===== src/rtl/inst_fetch_queue.sv =====
// In-order instruction response queue between IF and ID; drops responses of pre-redirect requests.
// Optional zero-latency response bypass to ID when INST_QUEUE_BYPASS_EN is defined.
module inst_fetch_queue #(
  parameter int DEPTH    = 4,
  parameter int OUTS_MAX = 4
) (
  input  logic                     clk,
  input  logic                     rst_n,
  input  logic                     flush,
  input  logic                     req_fire,
  input  logic [31:0]              req_pc,
  input  logic                     req_exc,
  input  logic [5:0]               req_ecode,
  output logic                     can_issue,
  input  logic                     data_ok,
  input  logic [31:0]              rdata,
  output logic                     out_valid,
  input  logic                     out_ready,
  output logic [31:0]              out_pc,
  output logic [31:0]              out_inst,
  output logic                     out_has_exc,
  output logic [5:0]               out_ecode,
  output logic [$clog2(DEPTH):0]   count
);
  localparam int PW = $clog2(DEPTH);
  localparam int CW = PW + 1;

  typedef struct packed {
    logic [31:0] pc;
    logic [31:0] inst;
    logic        exc;
    logic [5:0]  ecode;
    logic        filled;
  } ent_t;

  ent_t          ent_q [DEPTH];
  logic [PW-1:0] head_q, head_d, tail_q, tail_d, fill_q, fill_d;
  logic [CW-1:0] count_q, count_d, unf_q, unf_d;
  logic [3:0]    disc_q, disc_d;
  logic          push, pop, fill_ev, byp;

  assign can_issue = (count_q < CW'(DEPTH)) && ((32'(disc_q) + 32'(unf_q)) < OUTS_MAX);
  assign push      = req_fire && can_issue;
  // A response fills the oldest unfilled entry only when no stale responses remain.
  assign fill_ev   = data_ok && (disc_q == 4'd0) && (unf_q != '0);

`ifdef INST_QUEUE_BYPASS_EN
  assign byp = fill_ev && (count_q != '0) && !ent_q[head_q].filled && (fill_q == head_q);
`else
  assign byp = 1'b0;
`endif

  assign out_valid   = ((count_q != '0) && ent_q[head_q].filled) || byp;
  assign out_pc      = ent_q[head_q].pc;
  assign out_inst    = byp ? rdata : ent_q[head_q].inst;
  assign out_has_exc = ent_q[head_q].exc;
  assign out_ecode   = ent_q[head_q].ecode;
  assign count       = count_q;
  assign pop         = out_valid && out_ready && !flush;

  always_comb begin
    head_d  = head_q;
    tail_d  = tail_q;
    fill_d  = fill_q;
    count_d = count_q;
    unf_d   = unf_q;
    disc_d  = disc_q;
    if (flush) begin
      // Every outstanding request becomes stale; a response this cycle retires one of them.
      disc_d  = disc_q + 4'(unf_q)
                - 4'((data_ok && (disc_q != 4'd0 || unf_q != '0)) ? 1 : 0);
      head_d  = tail_q;
      fill_d  = tail_q;
      count_d = '0;
      unf_d   = '0;
      if (push) begin
        tail_d  = tail_q + 1'b1;
        count_d = CW'(1);
        unf_d   = CW'(1);
      end
    end else begin
      if (data_ok && disc_q != 4'd0) disc_d = disc_q - 4'd1;
      if (fill_ev) fill_d = fill_q + 1'b1;
      if (pop)     head_d = head_q + 1'b1;
      if (push)    tail_d = tail_q + 1'b1;
      count_d = count_q + CW'(push) - CW'(pop);
      unf_d   = unf_q + CW'(push) - CW'(fill_ev);
    end
  end

  always_ff @(posedge clk or negedge rst_n) begin
    if (!rst_n) begin
      head_q  <= '0;
      tail_q  <= '0;
      fill_q  <= '0;
      count_q <= '0;
      unf_q   <= '0;
      disc_q  <= '0;
      for (int i = 0; i < DEPTH; i++) ent_q[i] <= '0;
    end else begin
      head_q  <= head_d;
      tail_q  <= tail_d;
      fill_q  <= fill_d;
      count_q <= count_d;
      unf_q   <= unf_d;
      disc_q  <= disc_d;
      // fill and tail never alias while a push is possible, so both writes are safe.
      if (fill_ev && !flush) begin
        ent_q[fill_q].inst   <= rdata;
        ent_q[fill_q].filled <= 1'b1;
      end
      if (push) ent_q[tail_q] <= '{pc: req_pc, inst: 32'd0, exc: req_exc,
                                   ecode: req_ecode, filled: 1'b0};
    end
  end
endmodule

===== config.mk =====
export PLATFORM = sky130hd
export DESIGN_NAME = inst_fetch_queue
export DESIGN_NICKNAME = d
export VERILOG_FILES = /design/src/rtl/inst_fetch_queue.sv
export SDC_FILE = /design/constraint.sdc
export NUM_CORES = 1
export LEC_CHECK = 0
export CELL_PAD_IN_SITES_DETAIL_PLACEMENT = 0
export CELL_PAD_IN_SITES_GLOBAL_PLACEMENT = 1
export CORE_UTILIZATION = 42
export DETAILED_ROUTE_END_ITERATION = 6
export GPL_TIMING_DRIVEN = 0
export PLACE_DENSITY_LB_ADDON = 0.1
export SLEW_MARGIN = 25
export SYNTH_ARGS = -nofsm -noshare
export SYNTH_HDL_FRONTEND = slang
export SYNTH_SLANG_ARGS = --single-unit

===== constraint.sdc =====
create_clock -name clk -period 2.7 [get_ports clk]
set_input_delay 0.54 -clock clk [delete_from_list [all_inputs] [get_ports clk]]
set_output_delay 0.54 -clock clk [all_outputs]
set_load 0.02 [all_outputs]

==> results_dict.tcl <==
set metrics [dict create \
    finalCritPeriodShare 1.02 \
    ys_ff_latch 304 \
    ys.flop_type "dfrtp_1" \
    layoutNonFillerInstCount 1815 \
    numCtsBuffers 36 \
    htree_levels 2 \
    clk_transition_reported_paths_ns 0.06 \
    yosys-top-cells-area "dfrtp_1 (53%), mux4_2 (11%), mux2_2 (7.1%)" \
    cts_tree "yes" \
    cp_max_fo 4 \
    grt_pass1_vias 9924 \
    synthArstFlopShare 1.00 \
    grt_max_degree 87 \
    final-hold-violation-count 0 \
    postSynthCellCount 1126 \
    hold_start "ent_q[221]" \
    grt_antenna_before_repair 3 \
    clock_path_buffers 3 \
    insertion_delay_ns 0.52 \
    cts_root_buf "clkbuf_16" \
    worst_hold_path_type "flop to flop" \
    fin_worst_skew_ns 0.0126 \
    grt_use_total 0.230 \
    avgSynthCellArea_um2 12.7 \
    endpoint_kind "flop" \
    post-place-cells 1730 \
    status "finished, violations left" \
    yosysSeqAreaShare 0.531 \
    finalSetupViolations 2 \
    drt-total-wl_mm 38.8 \
    start_util 0.428 \
    hpwlAfterDp_mm 25.1 \
    dieArea_um2 34900 \
    rsz0062_at_grt "yes" \
    synth-edff-count 0 \
    clock_sinks 304 \
    grt_pass1_wl_mm 61.0 \
    fin_nets 1436 \
    drc_errors 0 \
    setup_slack_ns -0.0626 \
    die_w_um 187 \
    initialDrtViolationCount 592 \
    gr-total-overflow 0 \
    syn_nets 1225 \
    yosysTopAreaCellShare 0.531 \
    ant_nets 0 \
    worst_ep_required_time_ns 3.09 \
    vias 9609 \
    n_fill_cell 2915 \
    area_growth_pct 26.0 \
    yosysWarningCount 0 \
    clock.fmax_ghz 0.362 \
    num_io_pins 153 \
    power.leakage_nw 8.02 \
    startpoint_type "flop" \
    synthDistinctLibCells 40 \
    core_um2 33500 \
    worst-slew-pin-transition_ns 0.743 \
    yosysTopAreaCell "dfrtp_1" \
    critPathArrivalTime_ns 3.16 \
    crit_type "flop to flop" \
    via_per_inst 5.29 \
    wl_per_cell_um 21.4 \
    startpoint "disc_q[2]" \
    slew_headroom 0.505 \
    drive_gt1_frac 0.337 \
    violations "negative setup slack" \
    p_total_w 0.0198 \
    p_per_area_nw_per_um2 1100 \
    drv_slew 0 \
    drt_first_pass_iters 5 \
    rr_startpoint "disc_q[2]" \
    gp_congestion 0.776 \
    pre_cts_ws_ns -0.991 \
    period_minus_slack_ns 2.76 \
    std_cell_rows 67 \
    max_cap_violations 0 \
    peakVddDrop_v 0.000589 \
    die_h_um 187 \
    port_buffers 152 \
    syn-cell-area_um2 14300 \
]
## what timing repair did
action	in CTS	in global routing
cloned	0	1
buffers inserted	15	2
gates resized for setup	303	92
pin swaps	3	8
hold buffers	1	0
endpoints found under the setup margin	197	287
hold endpoints to repair	57	0
## layout by cell type, fill, tap and decap left out, drive strengths merged, types with 3 or more instances in the layout
cell           count
dlygate4sd2        9
nor3               4
mux2             159
o21ai              7
nor2              14
mux4              71
and3               3
diode              3
ha                19
and2               4
a21oi            131
clkinv             8
bufinv             3
buf              114
xnor2             10
nand4b             4
and4b              4
mux2i              5
nand2            264
nand2b             3
clkbuf            97
dfrtp            304
clkdlybuf4s15      7
inv               21
fa                 3
clkdlybuf4s50     78
## worst paths after layout
kind	to	slack, ns	cells after the start
setup reg to reg	count[2]	-0.06	11
max in group asynchronous	ent_q[172]	1.33	3
min in group asynchronous	ent_q[270]	0.55	2
hold / removal	ent_q[221]	0.48	1
setup / recovery	count[2]	-0.06	11
hold reg to reg	ent_q[221]	0.48	1
## final cells by class
class / instances / area [µm²] / share of cell area
antenna: 3 / 7.51 / 0.000415
buffer: 80 / 875 / 0.0484
clock buffer: 51 / 1110 / 0.0613
clock inverter: 14 / 155 / 0.00859
inverter: 19 / 71.3 / 0.00395
multi-input combinational: 721 / 6190 / 0.342
sequential: 304 / 7610 / 0.421
tap: 448 / 561 / 0.0310
timing repair buffer: 175 / 1500 / 0.0829
## cells by family after synthesis
group,Yosys count,share of synthesized area
AND/OR/NAND/NOR,309,0.0900
multiplexers,235,0.256
adder cells (fa/ha/maj),22,0.0208
flip-flops,304,0.531
AO/OA/AOI/OAI,143,0.0510
XOR/XNOR,12,0.00733
buffers and inverters,101,0.0449
## flip-flops by register name, summed over array words and instances, names as in the netlist
register	count
head_q	2
unf_q	3
ent_q	288
count	3
fill_q	2
tail_q	2
disc_q	4
## report_power, final
part | internal (W) | switching (W) | total (W)
logic | 0.00420 | 0.00356 | 0.00776
clock network | 0.00315 | 0.00197 | 0.00512
registers | 0.00611 | 0.000820 | 0.00693
total | 0.0135 | 0.00635 | 0.0198
## worst max-delay path, cell delays in order, from the launching register on
cell,delay [ns]
dfrtp_1,0.39
ha_2,0.18
or4_4,0.49
nor4b_4,0.32
buf_6,0.18
xor2_1,0.15
ha_2,0.20
inv_2,0.04
fa_2,0.34
xor2_1,0.16
xnor2_1,0.13
nor2_1,0.05
## cells in the mapped netlist (3+ instances only)
cell type / n
inv_1: 19
mux2_1: 8
mux2_2: 91
clkbuf_1: 41
buf_1: 5
ha_1: 19
buf_4: 10
nor3_1: 4
mux2i_1: 5
nor2_1: 14
and4b_1: 4
buf_12: 10
buf_2: 9
nand4b_1: 4
and3_1: 3
mux2_4: 60
xnor2_1: 10
buf_6: 7
mux4_2: 71
dfrtp_1: 304
a21oi_1: 131
o21ai_0: 7
nand2b_1: 3
nand2_1: 264
fa_1: 3
## per-stage QoR
| stage | utilization | TNS [ns] | cell area, µm² | hold slack [ns] |
|---|---|---|---|---|
| floorplan | - | 0 | 14300 | 0.244 |
| global placement | 0.490 | -4028.23 | 16400 | 0.466 |
| detailed placement | 0.493 | -107.12 | 16500 | 0.474 |
| CTS | 0.540 | -0.229 | 18100 | 0.488 |
| global route | 0.539 | -0.349 | 18100 | 0.500 |
| finish | 0.539 | -0.0962 | 18100 | 0.485 |
## per-layer routing
layer,share of wire,global-route usage
met5,0,0
met4,0.020,0.0605
met3,0.046,0.0342
met2,0.46,0.350
met1,0.47,0.343
Power figures use the tool's default switching activity.
